File: src/rtl/fetch_pc_unit_pkg.sv
`default_nettype none
// +----------------------------------------------------------------------+
// | mips_pkg : shared fetch-stage types, widths and offset helper         |
// | Rev 1.0                                                              |
// +----------------------------------------------------------------------+
package mips_pkg;

  localparam int PC_W    = 32;
  localparam int IMEM_AW = 5;

  typedef enum logic {
    RUN   = 1'b0,
    FAULT = 1'b1
  } fetch_state_t;

  typedef enum logic [1:0] {
    SEQ = 2'd0,
    BR  = 2'd1,
    J   = 2'd2,
    JR  = 2'd3
  } pc_src_t;

  // Word offset to byte offset: sign-extend the immediate and scale by 4.
  function automatic logic [PC_W-1:0] br_offset(input logic [15:0] off);
    return {{(PC_W-18){off[15]}}, off, 2'b00};
  endfunction

endpackage
`default_nettype wire

File: src/rtl/fetch_pc_unit_if.sv
`default_nettype none
// +----------------------------------------------------------------------+
// | fetch_pc_unit_if : redirect controls in, fetch address/status out    |
// | Rev 1.0                                                              |
// +----------------------------------------------------------------------+
interface fetch_pc_unit_if #(
  parameter int PC_W    = 32,
  parameter int IMEM_AW = 5
);
  logic               stall;
  logic               branch_taken;
  logic [15:0]        branch_off;
  logic               jump;
  logic [25:0]        jump_target;
  logic               jump_reg;
  logic [PC_W-1:0]    jr_addr;
  logic [IMEM_AW-1:0] imem_addr;
  logic [PC_W-1:0]    pc;
  logic [PC_W-1:0]    pc_plus4;
  logic               fetch_valid;
  logic               fault;
  logic [31:0]        fetch_count;

  modport master (
    output stall, branch_taken, branch_off, jump, jump_target, jump_reg, jr_addr,
    input  imem_addr, pc, pc_plus4, fetch_valid, fault, fetch_count
  );

  modport slave (
    input  stall, branch_taken, branch_off, jump, jump_target, jump_reg, jr_addr,
    output imem_addr, pc, pc_plus4, fetch_valid, fault, fetch_count
  );
endinterface
`default_nettype wire

File: src/rtl/fetch_pc_unit_next_pc_sel.sv
`default_nettype none
// +----------------------------------------------------------------------+
// | next_pc_sel : priority mux JR > J > BR > SEQ with target arithmetic  |
// | Rev 1.0                                                              |
// +----------------------------------------------------------------------+
module next_pc_sel
  import mips_pkg::*;
#(
  parameter int PC_W = mips_pkg::PC_W
) (
  input  wire logic [PC_W-1:0] i_pc_plus4,
  input  wire logic            i_branch_taken,
  input  wire logic [15:0]     i_branch_off,
  input  wire logic            i_jump,
  input  wire logic [25:0]     i_jump_target,
  input  wire logic            i_jump_reg,
  input  wire logic [PC_W-1:0] i_jr_addr,
  output pc_src_t              o_src,
  output logic      [PC_W-1:0] o_cand
);

  logic [PC_W-1:0] w_br_target;
  logic [PC_W-1:0] w_j_target;

  assign w_br_target = i_pc_plus4 + PC_W'(br_offset(i_branch_off));
  assign w_j_target  = {i_pc_plus4[PC_W-1:28], i_jump_target, 2'b00};

  always_comb begin
    o_src  = SEQ;
    o_cand = i_pc_plus4;
    if (i_jump_reg) begin
      o_src  = JR;
      o_cand = i_jr_addr;
    end else if (i_jump) begin
      o_src  = J;
      o_cand = w_j_target;
    end else if (i_branch_taken) begin
      o_src  = BR;
      o_cand = w_br_target;
    end
  end

endmodule
`default_nettype wire

File: src/rtl/fetch_pc_unit.sv
`default_nettype none
// +----------------------------------------------------------------------+
// | fetch_pc_unit : PC register, RUN/FAULT FSM, range check, fetch count |
// | Rev 1.0                                                              |
// +----------------------------------------------------------------------+
module fetch_pc_unit
  import mips_pkg::*;
#(
  parameter int              PC_W     = mips_pkg::PC_W,
  parameter int              IMEM_AW  = mips_pkg::IMEM_AW,
  parameter logic [PC_W-1:0] RESET_PC = '0
) (
  input  wire logic         clk,
  input  wire logic         rst_n,
  fetch_pc_unit_if.slave    bus
);

  localparam logic [PC_W-1:0] C_LAST_WORD = PC_W'((1 << IMEM_AW) - 4);

  fetch_state_t    r_state;
  logic [PC_W-1:0] r_pc;
  logic            r_fault;
  logic            r_fetch_valid;
  logic [31:0]     r_count;

  logic [PC_W-1:0] w_pc_plus4;
  logic [PC_W-1:0] w_cand;
  pc_src_t         w_src;
  logic            w_misalign;
  logic            w_out_of_range;
  logic            w_bad;

  assign w_pc_plus4 = r_pc + PC_W'(4);

  next_pc_sel #(.PC_W(PC_W)) u_next_pc_sel (
    .i_pc_plus4     (w_pc_plus4),
    .i_branch_taken (bus.branch_taken),
    .i_branch_off   (bus.branch_off),
    .i_jump         (bus.jump),
    .i_jump_target  (bus.jump_target),
    .i_jump_reg     (bus.jump_reg),
    .i_jr_addr      (bus.jr_addr),
    .o_src          (w_src),
    .o_cand         (w_cand)
  );

  // PC is always word-aligned, so only a register-sourced target can be misaligned.
  assign w_misalign     = (w_src == JR) && (w_cand[1:0] != 2'b00);
  assign w_out_of_range = (w_cand > C_LAST_WORD) || (w_cand[PC_W-1:IMEM_AW] != '0);
  assign w_bad          = w_misalign || w_out_of_range;

  always_ff @(posedge clk) begin
    if (!rst_n) begin
      r_state       <= RUN;
      r_pc          <= RESET_PC;
      r_fault       <= 1'b0;
      r_fetch_valid <= 1'b1;
      r_count       <= 32'd0;
    end else begin
      case (r_state)
        RUN: begin
          if (!bus.stall) begin
            if (w_bad) begin
              r_state       <= FAULT;
              r_fault       <= 1'b1;
              r_fetch_valid <= 1'b0;
            end else begin
              r_pc <= w_cand;
              if (r_count != 32'hFFFF_FFFF) begin
                r_count <= r_count + 32'd1;
              end
            end
          end
        end
        FAULT: begin
          r_fault       <= 1'b1;
          r_fetch_valid <= 1'b0;
        end
        default: begin
          r_state       <= FAULT;
          r_fault       <= 1'b1;
          r_fetch_valid <= 1'b0;
        end
      endcase
    end
  end

  assign bus.pc          = r_pc;
  assign bus.imem_addr   = r_pc[IMEM_AW-1:0];
  assign bus.pc_plus4    = w_pc_plus4;
  assign bus.fault       = r_fault;
  assign bus.fetch_valid = r_fetch_valid;
  assign bus.fetch_count = r_count;

endmodule
`default_nettype wire

File: src/flat_wrapper.sv
// flat-port wrapper written by rule: the top's interface ports become plain ports
module fetch_pc_unit_flat import mips_pkg::*;
#(
  parameter int              PC_W     = mips_pkg::PC_W,
  parameter int              IMEM_AW  = mips_pkg::IMEM_AW,
  parameter logic [PC_W-1:0] RESET_PC = '0
)
  (clk, rst_n, bus_stall, bus_branch_taken, bus_branch_off, bus_jump, bus_jump_target, bus_jump_reg, bus_jr_addr, bus_imem_addr, bus_pc, bus_pc_plus4, bus_fetch_valid, bus_fault, bus_fetch_count);
  fetch_pc_unit_if #(.PC_W(PC_W), .IMEM_AW(IMEM_AW)) bus_i ();
  input  wire logic clk;
  input  wire logic rst_n;
  input wire logic [$bits(bus_i.stall)-1:0] bus_stall;
  input wire logic [$bits(bus_i.branch_taken)-1:0] bus_branch_taken;
  input wire logic [$bits(bus_i.branch_off)-1:0] bus_branch_off;
  input wire logic [$bits(bus_i.jump)-1:0] bus_jump;
  input wire logic [$bits(bus_i.jump_target)-1:0] bus_jump_target;
  input wire logic [$bits(bus_i.jump_reg)-1:0] bus_jump_reg;
  input wire logic [$bits(bus_i.jr_addr)-1:0] bus_jr_addr;
  output wire logic [$bits(bus_i.imem_addr)-1:0] bus_imem_addr;
  output wire logic [$bits(bus_i.pc)-1:0] bus_pc;
  output wire logic [$bits(bus_i.pc_plus4)-1:0] bus_pc_plus4;
  output wire logic [$bits(bus_i.fetch_valid)-1:0] bus_fetch_valid;
  output wire logic [$bits(bus_i.fault)-1:0] bus_fault;
  output wire logic [$bits(bus_i.fetch_count)-1:0] bus_fetch_count;
  assign bus_i.stall = bus_stall;
  assign bus_i.branch_taken = bus_branch_taken;
  assign bus_i.branch_off = bus_branch_off;
  assign bus_i.jump = bus_jump;
  assign bus_i.jump_target = bus_jump_target;
  assign bus_i.jump_reg = bus_jump_reg;
  assign bus_i.jr_addr = bus_jr_addr;
  assign bus_imem_addr = bus_i.imem_addr;
  assign bus_pc = bus_i.pc;
  assign bus_pc_plus4 = bus_i.pc_plus4;
  assign bus_fetch_valid = bus_i.fetch_valid;
  assign bus_fault = bus_i.fault;
  assign bus_fetch_count = bus_i.fetch_count;
  fetch_pc_unit #(.PC_W(PC_W), .IMEM_AW(IMEM_AW), .RESET_PC(RESET_PC)) u_core (.clk(clk), .rst_n(rst_n), .bus(bus_i));
endmodule
File: config.mk
export PLATFORM = sky130hd
export DESIGN_NAME = fetch_pc_unit_flat
export DESIGN_NICKNAME = d
export VERILOG_FILES = /design/src/rtl/fetch_pc_unit_pkg.sv /design/src/rtl/fetch_pc_unit_if.sv /design/src/rtl/fetch_pc_unit_next_pc_sel.sv /design/src/rtl/fetch_pc_unit.sv /design/src/flat_wrapper.sv
export SDC_FILE = /design/constraint.sdc
export NUM_CORES = 1
export LEC_CHECK = 0
export ABC_AREA = 1
export CAP_MARGIN = 30
export CORE_ASPECT_RATIO = 1.5
export CORE_MARGIN = 3
export CORE_UTILIZATION = 43
export DETAILED_ROUTE_END_ITERATION = 16
export PLACE_DENSITY = 0.85
export REMOVE_ABC_BUFFERS = 1
export SYNTH_ARGS = -nofsm -noshare
export SYNTH_HDL_FRONTEND = slang
export SYNTH_SLANG_ARGS = --single-unit
export TNS_END_PERCENT = 5
File: constraint.sdc
create_clock -name clk -period 3.65 [get_ports clk]
set_clock_uncertainty 0.05 [all_clocks]
set_input_delay 0.365 -clock clk [delete_from_list [all_inputs] [get_ports clk]]
set_output_delay 0.365 -clock clk [all_outputs]
set_load 0.03 [all_outputs]
# Word-level counts from Yosys, hierarchy flattened
# Index checks and enable logic that the tools add are counted.
# word_totals
elab_cells	39
reg_bits	67
in_bits	80
out_inout_bits	103
# op_classes
reduce_logical	8
add_sub_neg	3
mux	15
n_bitwise	3
magnitude_cmp	1
n_eq_ne	4
# ops
operator	count
2-to-1 mux 32 bit	3
adder 32 x 1 -> 32 bit (second input constant)	1
adder 32 x 3 -> 32 bit (second input constant)	1
adder 32 bit	1
greater-than comparator 32 x 5 -> 1 bit (second input constant)	1
!= test 32 bit (second input constant)	1
nonzero test 27 bit	1
2-to-1 mux 1 bit	8
2-to-1 mux 2 bit	2
case mux 1 bit (2 select lines)	2
AND reduction 4 bit	1
NOT 1 bit	3
AND reduction 3 bit	1
equality test 2 bit (second input constant)	1
logical OR 1 bit	2
!= test 2 x 1 -> 1 bit (second input constant)	1
!= test 2 bit (second input constant)	1
AND reduction 2 bit	1
nonzero test 2 bit	1
logical AND 1 bit	1

# Logic depth before layout (Yosys ltp)
# Gate-level depths: netlist (run 1).
# depth
ltp_word	11
mapped_depth	31
depth_no_buf	31

# By module
# A second synthesis (run 1) with hierarchy kept.
# unflattened
cells_unflattened	1248
area_unflattened_um2	6996.7
# by_module_without_submodules
module	cells_per_inst	seq_area_each_um2	instances	area_each_um2
fetch_pc_unit	658	1341.3	1	4100.2
next_pc_sel	590	0.0	1	2896.5

# Least setup slack after synthesis (run 1)
# Ideal clock, no wire load.
# synth_timing
path_type	reg2reg
start	register u_core.r_pc[2] (netlist: u_core.bus.pc[2])
end	register u_core.r_pc[12] (netlist: u_core.bus.pc[12])
stages_incl_launch_ff	28
setup_ps	130
slack_ps	-434
required_time_ps	3470
path_buffers	1
period_less_slack_ps	4084
arrival_ps	3904
cell_sequence	dfxtp_1 > ha_1 > nand3_2 > nor2_4 > nand3_2 > nor2_1 > nand2_1 > nand2_1 > nand2_1 > inv_1 > ha_1 > nand2_1 > inv_1 > a21oi_1 > nand2_1 > a21oi_1 > nand2_1 > nand2_1 > nand3_1 > a21boi_1 > nand2_1 > nor2_1 > nand2_1 > nor3_4 > nand2_4 > inv_2 > buf_6 > nor3_1
# synth_between
elab_chain_cells	10
word_cells_on_any_way	11
cone_classes	add/sub (2); order compare (1); mux (3); bitwise (1); reduce/logical (4)
# synth_lines
item	line_no	rtl
from (decl)	fetch_pc_unit.sv:21	logic [PC_W-1:0] r_pc;
from (signal assigned)	fetch_pc_unit.sv:68	r_pc <= w_cand;
adder 32 x 3 -> 32 bit (*)	fetch_pc_unit.sv:33	assign w_pc_plus4 = r_pc + PC_W'(4);
via bus_pc_plus4[20]	flat_wrapper.sv:21	output wire logic [$bits(bus_i.pc_plus4)-1:0] bus_pc_plus4;
adder 32 bit	fetch_pc_unit_next_pc_sel.sv:25	assign w_br_target = i_pc_plus4 + PC_W'(br_offset(i_branch_off));
2-to-1 mux 32 bit (*)	fetch_pc_unit_next_pc_sel.sv:37	end else if (i_branch_taken) begin
2-to-1 mux 32 bit (*)	fetch_pc_unit_next_pc_sel.sv:34	end else if (i_jump) begin
2-to-1 mux 32 bit (*)	fetch_pc_unit_next_pc_sel.sv:31	if (i_jump_reg) begin
greater-than comparator 32 x 5 -> 1 bit or nonzero test 27 bit (tied branches)	fetch_pc_unit.sv:49	assign w_out_of_range = (w_cand > C_LAST_WORD) || (w_cand[PC_W-1:IMEM_AW] != '0);
logical OR 1 bit (*)	fetch_pc_unit.sv:49	
logical OR 1 bit (*)	fetch_pc_unit.sv:50	assign w_bad = w_misalign || w_out_of_range;
NOT 1 bit (no source line) (*)	--	
AND reduction 3 bit (no source line) (*)	--	
# Mark *: on every way through the listed nets, which the timed path passes. The rest lies on a longest branch.
# A chain may end at the register's enable or synchronous reset.

# Final worst setup path (run 1)
# layout_timing
start	register u_core.r_pc[10] (netlist: u_core.bus.pc[10])
end	register u_core.r_pc[3] (netlist: u_core.bus.pc[3])
# layout_between
elab_chain_cells	10
word_cells_on_any_way	11
cone_classes	add/sub (2); order compare (1); mux (3); bitwise (1); reduce/logical (4)
# layout_lines
item	line_no
adder 32 x 3 -> 32 bit (*)	fetch_pc_unit.sv:33
adder 32 bit	fetch_pc_unit_next_pc_sel.sv:25
2-to-1 mux 32 bit	fetch_pc_unit_next_pc_sel.sv:37
2-to-1 mux 32 bit (*)	fetch_pc_unit_next_pc_sel.sv:34
2-to-1 mux 32 bit (*)	fetch_pc_unit_next_pc_sel.sv:31
greater-than comparator 32 x 5 -> 1 bit or nonzero test 27 bit (tied branches)	fetch_pc_unit.sv:49
logical OR 1 bit (*)	fetch_pc_unit.sv:49
logical OR 1 bit (*)	fetch_pc_unit.sv:50
NOT 1 bit (no source line) (*)	--
AND reduction 3 bit (no source line) (*)	--
# Mark *: on every way between the ends. The rest lies on a longest branch, timed or not.

==> metrics.cfg, run 1 <==
[cells_and_area]
final_common_cell = nand2_1
fill_cells = 1205
synthToLayoutAreaGrowth_pct = 73.7
stdcell_count = 2001
final_cell_mix = 387 x nand2_1, 244 x buf_4, 184 x inv_1
num_antenna_cells = 0
final_area_sq_mm = 0.0131
drive_gt1_frac = 0.327
fin_nets = 1900

[critical_path]
crit_slowest_cell = dfxtp_2
critPathLaunchType = flop
critPathArrivalTime_ns = 4.34
cp_max_fo = 8
required_ns = 3.85
r2r_slack_ns = -0.49
r2r-start = u_core.bus.pc[10]
crit_family = simple AND/OR/NAND/NOR gates
worst-path-buf-inv = 5
endpoint_kind = flop
worst_r2r_path_depth = 30
r2r-end = u_core.bus.pc[3]
path_common_cell = nand2_1
path_class = reg2reg
crit_path_max_incr_delay_ns = 0.39

[floorplan]
pin_count = 183
dieArea_sq_mm = 0.0191
initial_core_util = 0.442
die_y_microns = 168
num_rows = 58
die_w_microns = 114
fp.coreArea_sq_mm = 0.0170

[sta]
rsz0062_at_grt = yes
worst_slack_ns = -0.490
slew_violations = 0
finalHoldViolations = 0
worst_slew_pin_slew_ns = 0.722
fmaxAchievable_mhz = 242
holdWs_ns = 0.412
setup_violations = 67
slew-limit-headroom = 0.515
period_minus_slack_ns = 4.14
fin_crit_sh = 1.13

[place]
numPortBuffers = 182
dp.cells = 1923
gp_congestion = 1.13
place_area_sq_mm = 0.0109
place_ws_ns = -0.927
dp_hpwl_mm = 27.1

[outcome]
violations = setup timing
status = finished with violations

[yosys]
postSynthAreaPerCell_sq_um = 5.47
ys_seq_elements = 67
synth_largest_area_cell = nand2_1
seq_area_frac_synth = 0.179
async_flop_share = 0
synth_top_area_frac = 0.240
syn-cell-area_sq_mm = 0.00751
synthTopCellsByArea = nand2_1 24%, dfxtp_1 18%, inv_1 10%
synth_cell_types = 43
synth_edf_count = 0
ys.warnings.count = 0
postSynthCellCount = 1374
ys.flop_type = dfxtp_1

[clocking]
htreeDepth = 3
numCtsBuffers = 9
clock_latency_ns = 0.33
cts_hold_buffers = 0
clock-sinks = 67
cts_tree = yes
cts_buffer_depth = 2
root_buffer = clkbuf_16
clk_pin_slew_ns = 0.06

[power]
seqPwrFrac = 0.352
power_frac_clock = 0.416
p_total_w = 0.00208
p_sw_w = 0.000583
p_leak_nw = 6.08
p_int_w = 0.00150
power.density_mw_per_mm2 = 159
ir_worst_vdd_mv = 0.262
power_frac_comb = 0.232
swShare = 0.280

[worst_hold_path]
holdPathEnd = u_core.bus.fetch_valid
worstHoldStart = u_core.bus.fetch_valid
hold_depth = 2
hold_class = reg2reg

[routing]
first_iter_violations = 1029
wl_per_cell_microns = 19.1
num_vias = 11200
ant_nets = 0
vias_per_cell = 5.57
firstDrtPassIters = 8
drc = 0
wirelength_mm = 38.2

[global_route]
grt_pass1_wl_mm = 53.6
antenna_found_initial = 0
grt_max_degree = 34
grt_usage = 0.354
grt_pass1_vias = 10700
grt_overflow = 0

[flow_run]
cap_violations = 0

[state kept, by name, summed over array words and instances, names as in the netlist]
signal                  count
u_core.r_state              1
u_core.bus.fault            1
u_core.bus.fetch_count     32
u_core.bus.fetch_valid      1
u_core.bus.pc              32
[cell usage after synthesis (8+ instances only)]
| cell | instances |
|---|---|
| or2_2 | 19 |
| nand3_1 | 100 |
| nor2_1 | 122 |
| inv_2 | 9 |
| dfxtp_1 | 67 |
| buf_4 | 8 |
| clkbuf_1 | 22 |
| nor2_2 | 9 |
| o21ai_0 | 14 |
| nor4_1 | 9 |
| nand2_1 | 480 |
| nor3_1 | 41 |
| nand4_1 | 53 |
| xor2_1 | 28 |
| inv_1 | 204 |
| ha_1 | 32 |
| a21oi_1 | 90 |
[metal layers]
metal | track usage | up-vias | part of all wire
met3 | 0.0424 | 232 | 0.071
li1 | - | 5170 | -
met1 | 0.347 | 5086 | 0.33
met5 | 0 | - | 0
met2 | 0.651 | 666 | 0.50
met4 | 0.281 | 0 | 0.10
[worst register-to-register path: cells and delay by family, from the launching register on]
| family | cells | cell delay (ns) |
|---|---|---|
| and+or+nand+nor | 23 | 2.46 |
| buffers and inverters | 5 | 0.66 |
| DFF | 1 | 0.39 |
| adders and majority gates | 1 | 0.30 |
| xor gates and xnor gates | 1 | 0.21 |
[power by group through the flow]
stage                     Combinational, W  Sequential (W)  Clock, W
final                             0.000483        0.000733  0.000865
after global routing              0.000513        0.000732  0.000901
after CTS                         0.000420        0.000734  0.000873
after detailed placement          0.000391        0.000752         0
after global placement            0.000388        0.000752         0
after floorplan                   0.000163        0.000755         0
[logic make-up after synthesis]
| kind of cell | after synthesis | share of synthesized area |
|---|---|---|
| buf+inv | 259 | 0.140 |
| flops | 67 | 0.179 |
| fa+ha+maj | 33 | 0.0560 |
| xor+xnor | 35 | 0.0418 |
| compound gates | 119 | 0.0824 |
| simple gates | 861 | 0.501 |
[how the worst max path moves through the flow]
stage,startpoint,to,slack (ns),depth (start not counted)
after global routing,u_core.bus.pc[9],u_core.bus.pc[3],-0.68,32
after CTS,u_core.bus.pc[2],u_core.bus.pc[2],-0.28,30
after global placement,u_core.bus.pc[4],u_core.bus.fault,-0.93,26
final,u_core.bus.pc[10],u_core.bus.pc[3],-0.49,30
after floorplan,u_core.bus.pc[2],u_core.bus.pc[11],-1.33,26
after detailed placement,u_core.bus.pc[4],u_core.bus.fault,-0.93,26
[area by class of cell]
class	instances	area [sq um]	share of cell area
multi-input combinational	1048	6300	0.483
timing repair buffer	446	3990	0.306
sequential	67	1380	0.106
inverter	215	827	0.0634
tap	210	263	0.0201
clock buffer	11	243	0.0186
clock inverter	4	51.3	0.00393
[through the flow]
stage	utilization	TNS, ns
finish	0.769	-23.07
global route	0.769	-36.16
CTS	0.715	-15.06
detailed placement	0.644	-57.06
global placement	0.644	-58.52
floorplan	-	-73.31
[repair_timing]
item | in CTS | in global routing
endpoints found under the setup margin | 67 | 68
gates cloned | 2 | 1
resized for setup | 119 | 219
setup buffers | 45 | 15
pin swaps | 33 | 96
Note: power is estimated with default switching activity, not from simulation.
==> run 2: changes to the inputs <==
--- a/config.mk
+++ b/config.mk
@@ -6,6 +6,7 @@
 export NUM_CORES = 1
 export LEC_CHECK = 0
 export ABC_AREA = 1
+export ABC_CLOCK_PERIOD_IN_PS = 3650
 export CAP_MARGIN = 30
 export CORE_ASPECT_RATIO = 1.5
 export CORE_MARGIN = 3
==> results of run 2 <==
Final layout, timing and power as in run 1 (identical DEF).
